### config.mk
export PLATFORM = sky130hd
export DESIGN_NAME = hilo_muldiv_unit_flat
export DESIGN_NICKNAME = d
export VERILOG_FILES = /design/src/rtl/hilo_muldiv_unit_if.sv /design/src/rtl/hilo_muldiv_unit.sv /design/src/flat_wrapper.sv
export SDC_FILE = /design/constraint.sdc
export NUM_CORES = 1
export LEC_CHECK = 0
export ABC_CLOCK_PERIOD_IN_PS = 8100
export CORE_UTILIZATION = 48
export DETAILED_ROUTE_END_ITERATION = 16
export GPL_ROUTABILITY_DRIVEN = 0
export PLACE_DENSITY = 0.67
export SYNTH_ARGS = -nofsm -noshare
export SYNTH_HDL_FRONTEND = slang
export SYNTH_SLANG_ARGS = --single-unit
### constraint.sdc
create_clock -name Clk -period 8.1 [get_ports Clk]
set_input_delay 0.81 -clock Clk [delete_from_list [all_inputs] [get_ports Clk]]
set_output_delay 0.81 -clock Clk [all_outputs]
set_load 0.01 [all_outputs]
### src/rtl/hilo_muldiv_unit_if.sv
// Handshake bundle between the pipeline and the HiLo mul/div engine.
// master: issues Start/Op/operands; slave: returns Busy and the result strobe.
interface hilo_muldiv_unit_if #(
  parameter int WIDTH = 32
);
  logic               Start;
  logic [2:0]         Op;
  logic [WIDTH-1:0]   A;
  logic [WIDTH-1:0]   B;
  logic [2*WIDTH-1:0] HiLoIn;
  logic               Busy;
  logic               WriteEnable;
  logic [2*WIDTH-1:0] WriteData;
  logic               DivByZero;

  modport master (
    output Start, Op, A, B, HiLoIn,
    input  Busy, WriteEnable, WriteData, DivByZero
  );

  modport slave (
    input  Start, Op, A, B, HiLoIn,
    output Busy, WriteEnable, WriteData, DivByZero
  );
endinterface

### src/rtl/hilo_muldiv_unit.sv
// Iterative MULT/MULTU/DIV/DIVU/MADD/MSUB engine feeding the HiLo register.
// Ports: Clk, Reset (async active-low), bus (slave: Start/Op/A/B/HiLoIn in; Busy/WriteEnable/WriteData/DivByZero out).
module hilo_muldiv_unit #(
  parameter int WIDTH = 32,
  parameter int ITER  = 32
) (
  input logic              Clk,
  input logic              Reset,
  hilo_muldiv_unit_if.slave bus
);
  localparam int W2 = 2 * WIDTH;
  localparam int CW = $clog2(ITER);

  typedef enum logic [1:0] {IDLE, RUN, FIX} state_t;

  state_t            state;
  state_t            state_nxt;
  logic [2:0]        op_q;
  logic [WIDTH-1:0]  a_q;
  logic [WIDTH-1:0]  b_mag;
  logic [W2-1:0]     hilo_q;
  logic [W2-1:0]     p_q;
  logic              neg_q;
  logic              neg_rem_q;
  logic              b_zero_q;
  logic [CW-1:0]     count;
  logic              we_q;
  logic              dbz_q;
  logic [W2-1:0]     wdata_q;

  logic              op_ok;
  logic              op_signed;
  logic              launch;
  logic              is_div;
  logic [WIDTH-1:0]  a_mag_in;
  logic [WIDTH-1:0]  b_mag_in;
  logic [WIDTH:0]    mul_hi;
  logic [W2-1:0]     mul_nxt;
  logic [WIDTH:0]    rem_sh;
  logic [WIDTH:0]    diff;
  logic [W2-1:0]     div_nxt;
  logic [W2-1:0]     prod_s;
  logic [WIDTH-1:0]  quo;
  logic [WIDTH-1:0]  rem;
  logic [W2-1:0]     result;

  assign op_ok     = bus.Op <= 3'b101;
  assign launch    = (state == IDLE) && bus.Start && op_ok;
  // MULT, DIV, MADD, MSUB are signed; MULTU/DIVU are not
  assign op_signed = !bus.Op[0] || bus.Op[2];
  assign is_div    = op_q[2:1] == 2'b01;

  assign a_mag_in = (op_signed && bus.A[WIDTH-1]) ? -bus.A : bus.A;
  assign b_mag_in = (op_signed && bus.B[WIDTH-1]) ? -bus.B : bus.B;

  // Shift-add: multiplier sits in the low half, product grows from the top
  assign mul_hi  = p_q[0] ? {1'b0, p_q[W2-1:WIDTH]} + {1'b0, b_mag}
                          : {1'b0, p_q[W2-1:WIDTH]};
  assign mul_nxt = {mul_hi, p_q[WIDTH-1:1]};

  // Restoring divide: {rem, dividend/quotient} shifts left one bit per step
  assign rem_sh  = {p_q[W2-1:WIDTH], p_q[WIDTH-1]};
  assign diff    = rem_sh - {1'b0, b_mag};
  assign div_nxt = diff[WIDTH]
                 ? {rem_sh[WIDTH-1:0], p_q[WIDTH-2:0], 1'b0}
                 : {diff[WIDTH-1:0], p_q[WIDTH-2:0], 1'b1};

  assign prod_s = neg_q ? -p_q : p_q;
  assign quo    = neg_q ? -p_q[WIDTH-1:0] : p_q[WIDTH-1:0];
  assign rem    = neg_rem_q ? -p_q[W2-1:WIDTH] : p_q[W2-1:WIDTH];

  always_comb begin
    result = prod_s;
    unique case (1'b1)
      is_div && b_zero_q:  result = {a_q, {WIDTH{1'b1}}};
      is_div && !b_zero_q: result = {rem, quo};
      op_q == 3'b100:      result = hilo_q + prod_s;
      op_q == 3'b101:      result = hilo_q - prod_s;
      default:             result = prod_s;
    endcase
  end

  always_comb begin
    state_nxt = state;
    unique case (state)
      IDLE:    if (launch) state_nxt = RUN;
      RUN:     if (count == CW'(ITER - 1)) state_nxt = FIX;
      FIX:     state_nxt = IDLE;
      default: state_nxt = IDLE;
    endcase
  end

  always_ff @(posedge Clk or negedge Reset) begin
    if (!Reset) state <= IDLE;
    else        state <= state_nxt;
  end

  always_ff @(posedge Clk or negedge Reset) begin
    if (!Reset) begin
      op_q      <= '0;
      a_q       <= '0;
      b_mag     <= '0;
      hilo_q    <= '0;
      p_q       <= '0;
      neg_q     <= 1'b0;
      neg_rem_q <= 1'b0;
      b_zero_q  <= 1'b0;
      count     <= '0;
      we_q      <= 1'b0;
      dbz_q     <= 1'b0;
      wdata_q   <= '0;
    end else begin
      if (launch) begin
        op_q      <= bus.Op;
        a_q       <= bus.A;
        b_mag     <= b_mag_in;
        hilo_q    <= bus.HiLoIn;
        p_q       <= {{WIDTH{1'b0}}, a_mag_in};
        neg_q     <= op_signed && (bus.A[WIDTH-1] ^ bus.B[WIDTH-1]);
        neg_rem_q <= op_signed && bus.A[WIDTH-1];
        b_zero_q  <= bus.B == '0;
        count     <= '0;
      end else if (state == RUN) begin
        p_q   <= is_div ? div_nxt : mul_nxt;
        count <= count + 1'b1;
      end
      we_q  <= state == FIX;
      dbz_q <= (state == FIX) && is_div && b_zero_q;
      if (state == FIX) wdata_q <= result;
    end
  end

  assign bus.Busy        = state != IDLE;
  assign bus.WriteEnable = we_q;
  assign bus.WriteData   = wdata_q;
  assign bus.DivByZero   = dbz_q;
endmodule

### src/flat_wrapper.sv
// flat-port wrapper written by rule: the top's interface ports become plain ports
module hilo_muldiv_unit_flat 
#(
  parameter int WIDTH = 32,
  parameter int ITER  = 32
)
  (Clk, Reset, bus_Start, bus_Op, bus_A, bus_B, bus_HiLoIn, bus_Busy, bus_WriteEnable, bus_WriteData, bus_DivByZero);
  hilo_muldiv_unit_if #(.WIDTH(WIDTH)) bus_i ();
  input logic Clk;
  input logic Reset;
  input wire logic [$bits(bus_i.Start)-1:0] bus_Start;
  input wire logic [$bits(bus_i.Op)-1:0] bus_Op;
  input wire logic [$bits(bus_i.A)-1:0] bus_A;
  input wire logic [$bits(bus_i.B)-1:0] bus_B;
  input wire logic [$bits(bus_i.HiLoIn)-1:0] bus_HiLoIn;
  output wire logic [$bits(bus_i.Busy)-1:0] bus_Busy;
  output wire logic [$bits(bus_i.WriteEnable)-1:0] bus_WriteEnable;
  output wire logic [$bits(bus_i.WriteData)-1:0] bus_WriteData;
  output wire logic [$bits(bus_i.DivByZero)-1:0] bus_DivByZero;
  assign bus_i.Start = bus_Start;
  assign bus_i.Op = bus_Op;
  assign bus_i.A = bus_A;
  assign bus_i.B = bus_B;
  assign bus_i.HiLoIn = bus_HiLoIn;
  assign bus_Busy = bus_i.Busy;
  assign bus_WriteEnable = bus_i.WriteEnable;
  assign bus_WriteData = bus_i.WriteData;
  assign bus_DivByZero = bus_i.DivByZero;
  hilo_muldiv_unit #(.WIDTH(WIDTH), .ITER(ITER)) u_core (.Clk(Clk), .Reset(Reset), .bus(bus_i));
endmodule
== After elaboration in Yosys (flattened, before gate mapping) ==
Index checks and enable logic that the tools add are counted.
Storage, ports and cells
  flip-flop bits (word level): 271
  bits in latches: 0
  bits in writable memories: 0
  bits in read-only memories: 0
  input bits: 134
  output and inout port bits: 67
  logic and storage cells: 66
  memories kept: 0
Cells by class
  add/subtract/negate cells: 10
  multiply operators: 0
  divide/modulo/power cells: 0
  $lt $le $gt $ge: 1
  equal/unequal tests: 8
  shift-type cells: 0
  muxes and demuxes: 16
  bitwise gates (word level): 1
  reduce and logical (&&, ||, !) cells: 17
Operator list (number)
  $mux 64: 5
  $pmux 64 s4: 1
  $mux 32: 4
  $neg 32->32: 4
  $add 64x64->64: 1
  $neg 64->64: 1
  $sub 64x64->64: 1
  $add 32x32->33: 1
  $mux 33: 1
  $sub 33x32->33: 1
  $logic_not 32->1: 1
  $mux 5: 2
  $logic_and 1x1->1: 9
  $eq 3x3->1 const B: 2
  $add 5x1->5 const B: 1
  $eq 5x5->1 const B: 1
  $eq 2x1->1 const B: 2
  $mux 2: 2
  $ne 2x1->1 const B: 2
  $pmux 2 s2: 1
  $reduce_bool 2->1: 2
  $le 3x3->1 const B: 1
  $eq 2x2->1 const B: 1
  $logic_not 1->1: 2
  other kinds (4): 4

== Longest topological paths before layout ==
Gate-level depths: netlist of the first run.
  depth in word-level cells: 5
  gate-level depth with buffers: 31
  depth with buffers taken out: 25

== Least setup slack after synthesis of the first run ==
Ideal clock, no wire load.
  path kind: register -> register
  start point: register u_core.p_q[0]
  end point: register u_core.wdata_q[63], in the netlist u_core.bus.WriteData[63]
  library setup time: 69 ps
  arrival: 6818 ps
  setup slack: 1213 ps
  stages on the path, launching flop included: 32
  path buffers: 6
  period minus slack after synthesis: 6887 ps
  cells stage by stage: dfrtp_1 > clkbuf_1 > inv_1 > clkbuf_1 > ha_1 > buf_4 > or4b_1 > buf_2 > or4_4 > buf_6 > o41ai_4 > xor2_2 > o211ai_2 > or4b_4 > nor2_1 > nand2_1 > nor2_1 > nor2_1 > xor2_1 > ha_1 > clkbuf_1 > nand2_1 > o211ai_1 > a41o_1 > nor3b_1 > a211oi_1 > nand2_1 > a31oi_1 > o31ai_1 > a41o_1 > or4b_1 > nand3_1
Between the ends
  cells in the longest elaborated chain, start to end: 4
RTL lines
  start: declaration: line hilo_muldiv_unit.sv:22  | logic [W2-1:0] p_q;
  start signal: assignment: line hilo_muldiv_unit.sv:118  | p_q <= {{WIDTH{1'b0}}, a_mag_in};
  start signal: assignment: line hilo_muldiv_unit.sv:124  | p_q <= is_div ? div_nxt : mul_nxt;
  $neg 64->64: line hilo_muldiv_unit.sv:68  | assign prod_s = neg_q ? -p_q : p_q;
  $mux 64 (*): line hilo_muldiv_unit.sv:68
  $sub 64x64->64 or $add 64x64->64 (tied branches): line hilo_muldiv_unit.sv:78, hilo_muldiv_unit.sv:77
  $pmux 64 s4 (*): line hilo_muldiv_unit.sv:74  | unique case (1'b1)
  end signal: assignment: line hilo_muldiv_unit.sv:129  | if (state == FIX) wdata_q <= result;
  end: declaration: line hilo_muldiv_unit.sv:29  | logic [W2-1:0] wdata_q;
Mark *: on every way between the ends. The rest lies on a longest branch, timed or not.
A chain may end at the register's enable or synchronous reset.

== Final worst setup path of the first run ==
Same ends and word-level chain as after synthesis.

==> out/results.tsv, run 1 <==
stage	metric	value	unit
status	status	complete, no violations	
sta	fmax	130	MHz
global_route	grt_pass1_vias	23700	
yosys	syn_area_per_cell	7.69	um2
yosys	ys.flop_type	dfrtp_1	
critical_path	reg2reg_slack	0.43	ns
global_route	gr-total-overflow	0	
sta	period_share	94.7	%
min_path	min_path_type	in2async	
sta	maxSlewHeadroom	15.4	%
critical_path	path_class	reg2reg	
clock_network	numClockSinks	271	
clock_network	path_clk_slew	0.06	ns
detailed_routing	wl	83.8	mm
clock_network	cts_resized	0	
sta	final-max-slew-violation-count	0	
placement	dp_worst_setup_slack	0.708	ns
clock_network	root_buffer	clkbuf_16	
global_route	antenna_found_initial	0	
clock_network	cts_tree	done	
floorplanning	num_rows	82	
sta	tightest_slew	1.27	ns
yosys	synth-seq-cells	271	
floorplanning	dieArea	52500	um2
placement	io_buffers	200	
sta	grt_setup_unrepaired	false	
sta	worst_slack	0.431	ns
final_layout	final_util	55.8	%
clock_network	h-tree-depth	2	
floorplanning	io_pins	201	
sta	period_minus_slack	7.67	ns
clock_network	holdBufCountCts	0	
yosys	syn_inst	3219	
floorplanning	fp.dieW	229	um
critical_path	cp.arrival	8.17	ns
final_layout	n_fill_cell	4757	
placement	dp_hpwl	62.9	mm
critical_path	cp_max_fo	11	
global_route	grtUsageTotal	31.2	%
global_route	grt_pass1_wl	132	mm
final_layout	seq_area	6780	um2
final_layout	area_growth	13.8	%
clock_network	clk_latency	0.57	ns
final_layout	drive_gt1_share	4.02	%
yosys	ys_seq_area_share	27.4	%
yosys	syn-num-nets	3491	
yosys	synthArstFlopShare	100	%
yosys	synth.distinct_cells	84	
floorplanning	coreArea	50500	um2
yosys	synth_edf_count	0	
critical_path	cp-end-kind	flop	
critical_path	cp-start-kind	flop	
detailed_routing	drtIter0Drc	2719	
sta	setup_violations	0	
sta	hold_violations	0	
detailed_routing	drc_errors	0	
final_layout	fin_nets	3532	
detailed_routing	firstDrtPassIters	6	
clock_network	clockBufferDepth	3	
detailed_routing	ant_nets	0	
clock_network	numCtsBuffers	34	
floorplanning	die_h	229	um
final_layout	design_area	28200	um2
run	drv_cap	0	
yosys	synth.cell_area	24700	um2
critical_path	cp.required	8.60	ns
floorplanning	start_util	49.0	%
clock_network	post_cts.repair.setup_buffers	0	
sta	fin_setup_tns	0	ns
sta	clock_skew	0.0331	ns
detailed_routing	routedWlPerCell	21.2	um
global_route	grt_max_degree	155	
detailed_routing	vias	25200	
final_layout	multi_input_comb_area	16800	um2
placement	place_area	27000	um2
yosys	ys_warn_count	0	
detailed_routing	viasPerCell	6.38	
==> per-layer routing <==
layer	share of wire, %	global-route usage, %
met1	43	42.8
met2	44	48.8
met3	9.8	5.08
met4	3.8	12.8
met5	0	0
==> per-stage QoR <==
step / hold WS [ns] / cells
after floorplan: 0.446 / 3219
after global placement: 0.468 / 3896
after detailed placement: 0.467 / 3896
after CTS: 0.374 / 3956
after global routing: 0.412 / 3956
final: 0.302 / 3957
==> cells in the final DEF (no fill, tap or decap), drive strengths merged, types with 23 or more instances in the layout <==
master,instances
a21oi,257
clkbuf,42
o21ai,236
o21bai,23
nor4,35
inv,100
nor3,49
o221ai,47
nand2b,37
xnor2,147
clkdlybuf4s50,199
o211ai,36
o21a,33
nand4,45
dfrtp,271
a31oi,42
o31ai,36
xor2,169
nor2,181
nand3,58
a21o,77
ha,135
a211oi,33
nand2,579
buf,25
mux2i,78
==> worst max-delay path, cell delays in order, from the launching register on <==
cell and delay [ns]:
dfrtp_1 0.49, inv_1 0.14, ha_1 0.33, or4b_1 0.67
nor4_4 0.50, a21boi_0 0.17, a2111oi_1 0.77, and3_1 0.33
nand2_1 0.09, nor3_1 0.31, nand4_1 0.19, or4_1 0.55
o21ai_0 0.24, xnor2_1 0.21, ha_1 0.35, a21oi_1 0.15
nor2b_1 0.06, o21ai_0 0.16, nand2b_1 0.10, a21o_1 0.18
a21o_1 0.19, a31oi_1 0.32, o31ai_1 0.19, a41o_1 0.30
or4b_1 0.48, nand3_1 0.10
==> kinds of logic (layout without fill, tap and decap cells) <==
kind of cell | count (synthesis) | count (layout) | synth area share, %
muxes | 81 | 81 | 3.29
AOI/OAI and AO/OA | 958 | 958 | 24.9
other | 0 | 1 | 0
xor gates and xnor gates | 316 | 316 | 11.2
DFF | 271 | 271 | 27.4
adders and majority gates | 138 | 138 | 7.07
and+or+nand+nor | 1137 | 1137 | 21.2
buffers and inverters | 318 | 383 | 4.89
==> final timing paths <==
kind | from | endpoint | cells after the start
setup / recovery | u_core.p_q[0] | u_core.bus.WriteData[63] | 25
hold reg to reg | u_core.a_q[26] | u_core.a_q[26] | 2
max in group asynchronous | Reset | u_core.b_zero_q | 2
hold / removal | Reset | u_core.hilo_q[9] | 1
min in group Clk | u_core.a_q[26] | u_core.a_q[26] | 2
setup reg to reg | u_core.p_q[0] | u_core.bus.WriteData[63] | 25
==> sequential cells by signal (all words and copies together) (netlist names) <==
name / flops
u_core.b_mag: 32
u_core.p_q: 64
u_core.hilo_q: 64
u_core.bus.WriteData: 64
u_core.count: 5
u_core.neg_rem_q: 1
u_core.neg_q: 1
u_core.op_q: 3
u_core.bus.WriteEnable: 1
u_core.bus.DivByZero: 1
u_core.b_zero_q: 1
u_core.a_q: 32
u_core.state: 2
==> Yosys cell counts, types with 32 or more instances <==
cell type | number | area share [%]
dfrtp_1 | 271 | 27
nand2_1 | 579 | 8.8
clkbuf_1 | 186 | 2.8
o21a_1 | 33 | 1.0
o221ai_1 | 47 | 1.7
nand4_1 | 45 | 1.1
a31oi_1 | 42 | 1.1
nor2_1 | 181 | 2.7
nand2b_1 | 37 | 0.94
o31ai_1 | 36 | 1.1
a21o_1 | 77 | 2.3
nor3_1 | 49 | 0.99
a211oi_1 | 33 | 1.0
mux2i_1 | 78 | 3.2
inv_1 | 98 | 1.5
nor4_1 | 32 | 0.81
nand3_1 | 58 | 1.2
ha_1 | 135 | 6.8
a21oi_1 | 257 | 5.2
xor2_1 | 168 | 5.9
o21ai_0 | 235 | 4.8
o211ai_1 | 35 | 1.1
xnor2_1 | 147 | 5.2
==> area by class of cell <==
class	instances	share of cell area, %
multi-input combinational	2630	59.7
tap	672	2.99
inverter	99	1.32
clock buffer	42	3.27
antenna	1	0.00889
timing repair buffer	224	7.81
sequential	271	24.1
clock inverter	18	0.795
Power of run 1 is not shown: default switching activity piles up to over one toggle a cycle in this logic, so the estimate is an artifact.
==> inputs of run 2 (changes only) <==
--- a/config.mk
+++ b/config.mk
@@ -6,5 +6,5 @@
 export NUM_CORES = 1
 export LEC_CHECK = 0
-export ABC_CLOCK_PERIOD_IN_PS = 8100
+export ABC_CLOCK_PERIOD_IN_PS = 8550
 export CORE_UTILIZATION = 48
 export DETAILED_ROUTE_END_ITERATION = 16
==> constraint.sdc (replaced) <==
create_clock -name Clk -period 8.55 [get_ports Clk]
set_input_delay 0.855 -clock Clk [delete_from_list [all_inputs] [get_ports Clk]]
set_output_delay 0.855 -clock Clk [all_outputs]
set_load 0.05 [all_outputs]
==> run 2 against run 1 <==
Flip-flop and latch count did not move. Routed wire length fell by 0.22%. Global-route usage barely moved. Non-clock buffer count fell by 1. Core utilization fell by 0.079 points. Hold slack improved by 0.031 ns. First-iteration DRC count rose by 5.9%. Via count fell by 1.7%. Register-to-register slack improved by 0.48 ns. Highest routed layer unchanged.
==> out/results.tsv, run 2 (same netlist as run 1, synthesis figures left out) <==
stage	metric	value	unit	change
sta	maxSlewHeadroom	10.2	%	was 15.4%
sta	hold_violations	0		unchanged
final_layout	drive_gt1_share	3.84	%	was 4.02%
critical_path	rr_startpoint	u_core.p_q[0]		unchanged
final_layout	multi_input_comb_area	16800	um2	unchanged
critical_path	cp-start-kind	flop		unchanged
detailed_routing	vias	24800		was 25.2k
detailed_routing	wl	83.6	mm	was 83.8 mm
clock_network	numCtsBuffers	35		was 34
placement	dp_hpwl	62.7	mm	was 62.9 mm
final_layout	area_growth	13.6	%	was 13.8%
sta	fmax	131	MHz	was 130 MHz
final_layout	seq_area	6780	um2	unchanged
critical_path	reg2reg_slack	0.91	ns	was 0.43 ns
sta	clock_skew	0.0164	ns	was 0.0331 ns
global_route	gr-total-overflow	0		unchanged
critical_path	path_class	reg2reg		unchanged
final_layout	n_fill_cell	4712		was 4757
sta	fin_setup_tns	0	ns	unchanged
global_route	grtUsageTotal	31.2	%	about the same
global_route	grt_max_degree	159		was 155
detailed_routing	drtIter0Drc	2880		was 2719
floorplanning	fp.dieW	229	um	unchanged
sta	period_share	89.3	%	was 94.7%
floorplanning	die_h	229	um	unchanged
sta	worst_slack	0.915	ns	was 0.431 ns
critical_path	cp_max_fo	22		was 11
placement	dp_worst_setup_slack	1.21	ns	was 0.708 ns
sta	period_minus_slack	7.64	ns	was 7.67 ns
critical_path	r2r-end	u_core.bus.WriteData[63]		unchanged
clock_network	clockBufferDepth	3		unchanged
clock_network	cts_tree	done		unchanged
floorplanning	io_pins	201		unchanged
sta	setup_violations	0		unchanged
detailed_routing	ant_nets	0		unchanged
sta	final-max-slew-violation-count	0		unchanged
clock_network	holdBufCountCts	0		unchanged
global_route	grt_pass1_vias	23400		was 23.7k
floorplanning	start_util	49.0	%	unchanged
critical_path	cp-end-kind	flop		unchanged
detailed_routing	routedWlPerCell	21.1	um	was 21.2 um
sta	tightest_slew	1.35	ns	was 1.27 ns
critical_path	cp.arrival	8.13	ns	was 8.17 ns
final_layout	most-common-layout-cells	nand2_1 (579), dfrtp_1 (269), a21oi_1 (256), o21ai_0 (235), clkdlybuf4s50_1 (199)		unchanged
clock_network	cts_resized	0		unchanged
clock_network	clk_latency	0.57	ns	about the same
run	drv_cap	0		unchanged
clock_network	root_buffer	clkbuf_16		unchanged
final_layout	fin_nets	3532		unchanged
status	status	complete, no violations		unchanged
critical_path	cp.required	9.05	ns	was 8.60 ns
floorplanning	dieArea	52500	um2	unchanged
clock_network	path_clk_slew	0.05	ns	was 0.06 ns
final_layout	antenna_cells	0		was 1
critical_path	ff2ff_path_depth	24		was 25
floorplanning	coreArea	50500	um2	unchanged
clock_network	post_cts.repair.setup_buffers	0		unchanged
global_route	antenna_found_initial	0		unchanged
floorplanning	num_rows	82		unchanged
final_layout	final_util	55.7	%	was 55.8%
clock_network	numClockSinks	271		unchanged
global_route	grt_pass1_wl	132	mm	about the same
detailed_routing	firstDrtPassIters	6		unchanged
detailed_routing	drc_errors	0		unchanged
final_layout	final_common_cell	nand2_1		unchanged
sta	worst_hold_slack	0.333	ns	was 0.302 ns
detailed_routing	viasPerCell	6.27		was 6.38
min_path	min_path_type	in2async		unchanged
placement	io_buffers	200		unchanged
sta	grt_setup_unrepaired	false		unchanged
clock_network	h-tree-depth	2		unchanged
[run 2: area by class of cell]
type | instances | share of cell area, %
flip-flops and latches | 271 | 24.1
multi-input cells | 2630 | 59.8
well taps | 672 | 2.99
clock buffers | 52 | 3.56
inverters | 99 | 1.32
clock inverters | 10 | 0.409
repair buffers | 223 | 7.80
[run 2: layer usage]
layer / wire length (um) / GRT usage (%) / up-vias
met1: 36300 / 43.8 / 11700
met4: 2250 / 9.21 / 0
li1: - / - / 11600
met3: 7760 / 4.88 / 169
met2: 37300 / 49.4 / 1302
met5: 0 / 0 / -
[run 2: worst max-delay path by stage]
| stage | cells past startpoint | startpoint | to | slack (ns) |
|---|---|---|---|---|
| after CTS | 26 | u_core.p_q[0] | u_core.bus.WriteData[63] | 1.16 |
| after detailed placement | 26 | u_core.p_q[0] | u_core.bus.WriteData[63] | 1.21 |
| after global routing | 23 | u_core.p_q[0] | u_core.bus.WriteData[59] | 0.55 |
| after floorplan | 31 | u_core.p_q[0] | u_core.bus.WriteData[63] | 1.66 |
| final | 24 | u_core.p_q[0] | u_core.bus.WriteData[63] | 0.91 |
| after global placement | 26 | u_core.p_q[0] | u_core.bus.WriteData[63] | 1.30 |
[run 2: critical path: stages, from the launching register on]
cell and delay (ns):
dfrtp_1 0.40, inv_1 0.06, buf_4 0.28, ha_1 0.37, or4b_1 0.67, or4_4 0.64
o31ai_1 0.30, xor2_1 0.42, nand4_1 0.28, nor4_1 0.65, and4b_1 0.32, nor2_1 0.06
xor2_1 0.17, ha_1 0.41, a21oi_1 0.26, o211ai_1 0.12, a41o_1 0.26, nor3b_1 0.14
a211oi_1 0.20, nand2_1 0.17, a31oi_1 0.36, o31ai_1 0.18, a41o_1 0.30, or4b_1 0.47
nand3_1 0.09
[run 2: per-stage QoR]
stage,std cells,instance area [um2]
after CTS,3957,28100
after global routing,3957,28100
after detailed placement,3895,27000
final,3957,28100
after global placement,3895,27000
after floorplan,3219,24700
Power of run 2 is left out for the same reason.
